$ cat config.mk
export PLATFORM = sky130hd
export DESIGN_NAME = pipeline_ctrl_flat
export DESIGN_NICKNAME = d
export VERILOG_FILES = /design/src/rtl/pipeline_ctrl_pkg.sv /design/src/rtl/pipeline_ctrl_if.sv /design/src/rtl/pipeline_ctrl_sat_counter.sv /design/src/rtl/pipeline_ctrl.sv /design/src/flat_wrapper.sv
export SDC_FILE = /design/constraint.sdc
export NUM_CORES = 1
export LEC_CHECK = 0
export BUFFER_PORTS_ARGS = -buffer_cell sky130_fd_sc_hd__buf_2
export CAP_MARGIN = 20
export CORE_UTILIZATION = 53
export DETAILED_ROUTE_END_ITERATION = 8
export PLACE_DENSITY = 0.85
export SLEW_MARGIN = 20
export SYNTH_ARGS = -nofsm -noshare
export SYNTH_HDL_FRONTEND = slang
export SYNTH_SLANG_ARGS = --single-unit
$ cat constraint.sdc
create_clock -name clk -period 3.8 [get_ports clk]
set_input_delay 0.95 -clock clk [delete_from_list [all_inputs] [get_ports clk]]
set_output_delay 0.95 -clock clk [all_outputs]
set_load 0.05 [all_outputs]
$ cat src/rtl/pipeline_ctrl_pkg.sv
// Shared types and constants for the pipeline stall/flush controller:
// bus widths, stage indices, the default exception vector and the stall encoder.
package pipeline_ctrl_pkg;

    localparam int ADDR_WIDTH      = 32;
    localparam int STALL_BUS_WIDTH = 6;

    typedef logic [ADDR_WIDTH-1:0]      addr_t;
    typedef logic [STALL_BUS_WIDTH-1:0] stall_t;

    localparam int STAGE_PC  = 0;
    localparam int STAGE_IF  = 1;
    localparam int STAGE_ID  = 2;
    localparam int STAGE_EX  = 3;
    localparam int STAGE_MEM = 4;
    localparam int STAGE_WB  = 5;

    localparam addr_t EXC_VECTOR_DEFAULT = 32'hBFC0_0380;

    // Freezes PC..EXMEM while MEMWB keeps loading bubbles.
    localparam stall_t STALL_HOLD = 6'b01_1111;

    // A request from stage s stalls every stage up to and including s; WB never stalls.
    function automatic stall_t stall_from_requests(input logic [STAGE_MEM:STAGE_IF] req);
        stall_t s;
        s = '0;
        for (int k = STAGE_IF; k <= STAGE_MEM; k++) begin
            if (req[k]) begin
                for (int j = STAGE_PC; j <= k; j++) begin
                    s[j] = 1'b1;
                end
            end
        end
        return s;
    endfunction

endpackage

$ cat src/rtl/pipeline_ctrl_if.sv
// Signal bundle between the pipeline stages and the stall/flush controller.
// master = controller side, slave = pipeline side.
interface pipeline_ctrl_if
    import pipeline_ctrl_pkg::*;
#(
    parameter int CNT_WIDTH = 32
);
    logic                 stall_req_if;
    logic                 stall_req_id;
    logic                 stall_req_ex;
    logic                 stall_req_mem;
    logic                 if_bus_busy;
    logic                 exception_valid;
    logic                 exception_eret;
    addr_t                cp0_epc;
    logic                 counter_clear;
    stall_t               stall;
    logic                 flush;
    addr_t                flush_pc;
    logic [CNT_WIDTH-1:0] stall_cycles;
    logic [CNT_WIDTH-1:0] flush_count;

    modport master (
        input  stall_req_if, stall_req_id, stall_req_ex, stall_req_mem,
        input  if_bus_busy, exception_valid, exception_eret, cp0_epc, counter_clear,
        output stall, flush, flush_pc, stall_cycles, flush_count
    );

    modport slave (
        output stall_req_if, stall_req_id, stall_req_ex, stall_req_mem,
        output if_bus_busy, exception_valid, exception_eret, cp0_epc, counter_clear,
        input  stall, flush, flush_pc, stall_cycles, flush_count
    );

endinterface

$ cat src/rtl/pipeline_ctrl_sat_counter.sv
// Saturating up-counter with synchronous clear; clear takes priority over increment.
module pipeline_ctrl_sat_counter #(
    parameter int WIDTH = 32
) (
    input  logic             clk,
    input  logic             rst,
    input  logic             clear,
    input  logic             inc,
    output logic [WIDTH-1:0] count
);

    // NOTE: sequential state uses non-blocking assignments so every flop samples pre-edge values.
    always_ff @(posedge clk or posedge rst) begin
        if (rst) begin
            count <= '0;
        end else if (clear) begin
            count <= '0;
        end else if (inc && (count != '1)) begin
            count <= count + 1'b1;
        end
    end

endmodule

$ cat src/rtl/pipeline_ctrl.sv
// Central stall/flush controller for the 5-stage pipeline. Exceptions accepted at MEM
// flush the pipe and redirect the PC; the flush is deferred while an I-bus fetch is in flight.
module pipeline_ctrl
    import pipeline_ctrl_pkg::*;
#(
    parameter addr_t EXC_VECTOR = EXC_VECTOR_DEFAULT,
    parameter int    CNT_WIDTH  = 32
) (
    input  logic     clk,
    input  logic     rst,
    pipeline_ctrl_if.master bus
);

    localparam logic [0:0] ST_RUN        = 1'b0;
    localparam logic [0:0] ST_FLUSH_WAIT = 1'b1;

    logic [0:0] state;
    logic [0:0] state_next;
    addr_t      pending_pc;
    logic       latch_pending;
    addr_t      exc_target;
    stall_t     req_stall;

    assign req_stall  = stall_from_requests({bus.stall_req_mem, bus.stall_req_ex,
                                             bus.stall_req_id, bus.stall_req_if});
    assign exc_target = bus.exception_eret ? bus.cp0_epc : EXC_VECTOR;

    // NOTE: every output gets a default first so no path through the case infers a latch.
    always_comb begin
        state_next    = state;
        latch_pending = 1'b0;
        bus.stall     = '0;
        bus.flush     = 1'b0;
        bus.flush_pc  = '0;
        case (state)
            ST_RUN: begin
                if (!bus.exception_valid) begin
                    bus.stall = req_stall;
                end else if (!bus.if_bus_busy) begin
                    bus.flush    = 1'b1;
                    bus.flush_pc = exc_target;
                end else begin
                    bus.stall     = STALL_HOLD;
                    latch_pending = 1'b1;
                    state_next    = ST_FLUSH_WAIT;
                end
            end
            ST_FLUSH_WAIT: begin
                // The in-flight fetch cannot be aborted; everything else waits for it.
                if (bus.if_bus_busy) begin
                    bus.stall = STALL_HOLD;
                end else begin
                    bus.flush    = 1'b1;
                    bus.flush_pc = pending_pc;
                    state_next   = ST_RUN;
                end
            end
            default: state_next = ST_RUN;
        endcase
    end

    always_ff @(posedge clk or posedge rst) begin
        if (rst) begin
            state      <= ST_RUN;
            pending_pc <= '0;
        end else begin
            state <= state_next;
            if (latch_pending) begin
                pending_pc <= exc_target;
            end
        end
    end

    pipeline_ctrl_sat_counter #(.WIDTH(CNT_WIDTH)) u_stall_cnt (
        .clk   (clk),
        .rst   (rst),
        .clear (bus.counter_clear),
        .inc   (bus.stall[STAGE_PC]),
        .count (bus.stall_cycles)
    );

    pipeline_ctrl_sat_counter #(.WIDTH(CNT_WIDTH)) u_flush_cnt (
        .clk   (clk),
        .rst   (rst),
        .clear (bus.counter_clear),
        .inc   (bus.flush),
        .count (bus.flush_count)
    );

endmodule

$ cat src/flat_wrapper.sv
// flat-port wrapper written by rule: the top's interface ports become plain ports
module pipeline_ctrl_flat import pipeline_ctrl_pkg::*;
#(
    parameter addr_t EXC_VECTOR = EXC_VECTOR_DEFAULT,
    parameter int    CNT_WIDTH  = 32
)
  (clk, rst, bus_stall_req_if, bus_stall_req_id, bus_stall_req_ex, bus_stall_req_mem, bus_if_bus_busy, bus_exception_valid, bus_exception_eret, bus_cp0_epc, bus_counter_clear, bus_stall, bus_flush, bus_flush_pc, bus_stall_cycles, bus_flush_count);
  pipeline_ctrl_if #(.CNT_WIDTH(CNT_WIDTH)) bus_i ();
  input  logic clk;
  input  logic rst;
  input wire logic [$bits(bus_i.stall_req_if)-1:0] bus_stall_req_if;
  input wire logic [$bits(bus_i.stall_req_id)-1:0] bus_stall_req_id;
  input wire logic [$bits(bus_i.stall_req_ex)-1:0] bus_stall_req_ex;
  input wire logic [$bits(bus_i.stall_req_mem)-1:0] bus_stall_req_mem;
  input wire logic [$bits(bus_i.if_bus_busy)-1:0] bus_if_bus_busy;
  input wire logic [$bits(bus_i.exception_valid)-1:0] bus_exception_valid;
  input wire logic [$bits(bus_i.exception_eret)-1:0] bus_exception_eret;
  input wire logic [$bits(bus_i.cp0_epc)-1:0] bus_cp0_epc;
  input wire logic [$bits(bus_i.counter_clear)-1:0] bus_counter_clear;
  output wire logic [$bits(bus_i.stall)-1:0] bus_stall;
  output wire logic [$bits(bus_i.flush)-1:0] bus_flush;
  output wire logic [$bits(bus_i.flush_pc)-1:0] bus_flush_pc;
  output wire logic [$bits(bus_i.stall_cycles)-1:0] bus_stall_cycles;
  output wire logic [$bits(bus_i.flush_count)-1:0] bus_flush_count;
  assign bus_i.stall_req_if = bus_stall_req_if;
  assign bus_i.stall_req_id = bus_stall_req_id;
  assign bus_i.stall_req_ex = bus_stall_req_ex;
  assign bus_i.stall_req_mem = bus_stall_req_mem;
  assign bus_i.if_bus_busy = bus_if_bus_busy;
  assign bus_i.exception_valid = bus_exception_valid;
  assign bus_i.exception_eret = bus_exception_eret;
  assign bus_i.cp0_epc = bus_cp0_epc;
  assign bus_i.counter_clear = bus_counter_clear;
  assign bus_stall = bus_i.stall;
  assign bus_flush = bus_i.flush;
  assign bus_flush_pc = bus_i.flush_pc;
  assign bus_stall_cycles = bus_i.stall_cycles;
  assign bus_flush_count = bus_i.flush_count;
  pipeline_ctrl #(.EXC_VECTOR(EXC_VECTOR), .CNT_WIDTH(CNT_WIDTH)) u_core (.clk(clk), .rst(rst), .bus(bus_i));
endmodule
==> results.txt <==
In this run, synthesis inferred 0 flip-flops with an integrated enable. Synthesis produced a netlist with a net count of 631. The run gives 0 as the number of setup buffers added after CTS. The run gives 0 as the number of hold-slack violations in the final timing report.

The critical path in this run is classified as in -> out. The post-synthesis async set-or-reset flop share was 100.0%; the arrival time at the worst endpoint was 2.29 ns. The tools report the initial antenna violation count as 0.

Based on the critical path, the design can be clocked at up to 0.3089 GHz. Overall die height: 103.1 µm. Type of the most critical hold path: reg -> reg. TritonCTS built the clock tree.

The static leakage was 2.859 nW. The dominant register cell in the synthesized netlist is dfrtp_1. The endpoint type of the worst setup path is an output pin. The final-stage net count was 763; the cell area power density was 336.0 nW/µm². The library cell used most frequently in the layout, excluding fill and tap cells, is buf_2. The first global-routing pass estimated 21.72 mm of wire. The logs give 4 for the number of detailed-route iterations in the first pass and 0.36 ns for the clock latency of the later-clocked register in the worst-skew pair. Sequential cells were found to cover 44.79% of the synthesized design area.

The overall die width works out to 103.1 µm. Clock-pin slew was measured on the worst setup and hold paths at 0.08 ns. Once detail routing completed, the nets flagged for antenna violations numbered 0. For this block, the routed nets add up to 14.11 mm of wire. The required time of the worst setup path was 2.85 ns; the count of port buffers added during placement was 143.

STA classifies the critical path startpoint as an input port. The tools report the clock tree root driver cell as clkbuf_8. The cell area that synthesis handed to floorplanning was 5419 µm². Dividing the detail-routed wire length by the instance count gives 16.47 µm. Buffers inserted during clock tree synthesis total 9. The post-synthesis to final-layout area growth was 19.49%. Post-detailed-route via-to-cell ratio: 6.135.

Across every metal layer, demand over resource in global routing totals 26.21%. The share of the cycle needed by the critical path after routing is 85.20%. For this block, the via count after detailed routing is 5,258. The run gives 0 as the count of final setup violators. The tools report the setup TNS after final layout as 0 ns. Cells fill 65.94% of the core in the end.

For the area enclosed by the die boundary, the log shows 10,630 µm². The count of cell types in the netlist came out at 52. The via count of the first global-routing pass came out at 4,562. The largest fanout on the critical path was 5; the share of layout cells above drive strength 1 was 27.90%.

The logs give 0 for the number of buffers inserted for hold repair after clock tree synthesis and 53 for the largest net degree at the start of global routing. Counting flops and latches in the post-synthesis netlist gives 97. The post-synthesis cell count is 587, and the per-instance average area after synthesis is 9.232 µm². The sink count of the clock tree was 97; the number of antenna cells inserted was 0. During synthesis, Yosys emitted a total of 0 warnings. The worst pin sits at a relative slew slack of 39.50%. After clock tree synthesis, the repair step resized 0 gates.

The run finished with clean final reports. Starting density of the core: 55.19%. The slew of the pin with the lowest slew margin works out to 0.8991 ns. Final routed DRC violation total: 0. Iteration-0 DRC count of the detailed router: 282.

Leaving out fill and tap cells, the most frequent cells in the layout are 143 x buf_2, 97 x dfrtp_1, 73 x nand2_1. The overall power is 2.176 mW, and the number of cells after detailed placement is 841. Counting along the longest clock path gives a buffer depth of 2. Row generation in the floorplan step produced 36 rows. The final non-filler cell total was 857.

Setup repair after global routing left no endpoint under its margin. Final critical-path required period: 3.237 ns. At the end of routability-driven placement, the weighted congestion stood at 0.8985. For the reported max-cap violation count, the log shows 0. The I/O pin total came out at 145.

The number of levels in the clock H-tree came out at 3. The logs give 0 for the number of pins with negative max-slew slack in the final report and 9819 µm² for the placeable core region. For the final database, setup skew stands at 0.007287 ns. The total half-perimeter wirelength after legalization and detailed placement was 9.921 mm. For this run the aggregate overflow at the end of global routing stands at 0.

The tools report the worst supply voltage drop on vdd as 159.0 µV.
[area by class of cell]
| cell class | count | area, µm² |
|---|---|---|
| fill | 798 | 3344 |
| clock inverter | 1 | 5.005 |
| multi-input combinational | 445 | 2798 |
| tap | 133 | 166.4 |
| clock buffer | 15 | 206.4 |
| timing repair buffer | 158 | 840.8 |
| inverter | 8 | 31.28 |
| sequential | 97 | 2427 |
[metrics by stage]
stage	hold WS [ns]	cell area [µm²]	setup WS [ns]
floorplan	0.4502	5419	0.01180
detailed placement	0.4706	6264	0.5744
global route	0.5203	6475	0.4793
finish	0.4883	6475	0.5625
global placement	0.4631	6264	0.5659
CTS	0.4894	6475	0.6005
[metal layers]
metal / track usage [%] / share of wire, %
met3: 5.424 / 7.9
met4: 9.642 / 1.3
met1: 34.05 / 43
met2: 43.38 / 48
met5: 0 / 0
[sequential cells by signal (all words and copies together) (netlist names)]
register	count
u_core.u_flush_cnt.count	32
u_core.pending_pc	32
u_core.u_stall_cnt.count	32
u_core.state	1
[power breakdown]
| group | internal, mW | switching (mW) |
|---|---|---|
| clock network | 0.345 | 0.347 |
| registers | 1.09 | 0.0341 |
| logic | 0.109 | 0.254 |
| total | 1.54 | 0.635 |
[cell usage after synthesis, types with 3 or more instances]
library cell	count	area share, %
xnor2_1	5	0.81
o2111ai_1	4	0.65
buf_4	4	0.55
and2_1	5	0.58
clkbuf_1	27	1.9
nand2b_1	14	1.6
and4_1	6	0.97
mux2i_1	4	0.74
o21ai_0	41	3.8
and3_1	6	0.69
nor3_1	4	0.37
nor2_1	24	1.7
a22o_1	12	1.9
a21oi_1	47	4.3
dfrtp_1	97	45
or3_1	22	2.5
o31ai_1	26	3.6
or4_1	31	4.3
a211oi_1	3	0.42
nand3_1	25	2.3
nor2b_1	5	0.58
nor4_1	9	1.0
xor2_1	4	0.65
nand2_1	73	5.1
mux2_2	13	2.7
inv_1	8	0.55
a32o_1	20	3.7
nand4_1	14	1.6
[cells by family after synthesis]
kind of cell / count (synthesis) / share of synthesized area (%)
other: 1 / 0.06920
buffers and inverters: 45 / 3.718
adders and majority gates: 2 / 0.4617
and+or+nand+nor: 253 / 25.84
xor gates and xnor gates: 9 / 1.455
AOI/OAI and AO/OA: 162 / 19.95
DFF: 97 / 44.79
muxes: 18 / 3.717
[worst max-delay path, cell delays in order]
cell and delay [ns]:
buf_2 0.12, nor4_1 0.65, nor2_1 0.17, a21o_1 0.19, buf_2 0.20
[worst paths after layout]
kind | start | to | slack, ns | cells past startpoint
max | bus_exception_valid | bus_stall[2] | 0.56 | 5
min | u_core.pending_pc[3] | u_core.pending_pc[3] | 0.49 | 2
max reg2reg | u_core.state | u_core.u_stall_cnt.count[27] | 1.19 | 8
min reg2reg | u_core.pending_pc[3] | u_core.pending_pc[3] | 0.49 | 2
max in group asynchronous | rst | u_core.pending_pc[2] | 2.35 | 3
min in group asynchronous | rst | u_core.u_flush_cnt.count[3] | 0.71 | 2
(Power assumes the default switching activity.)
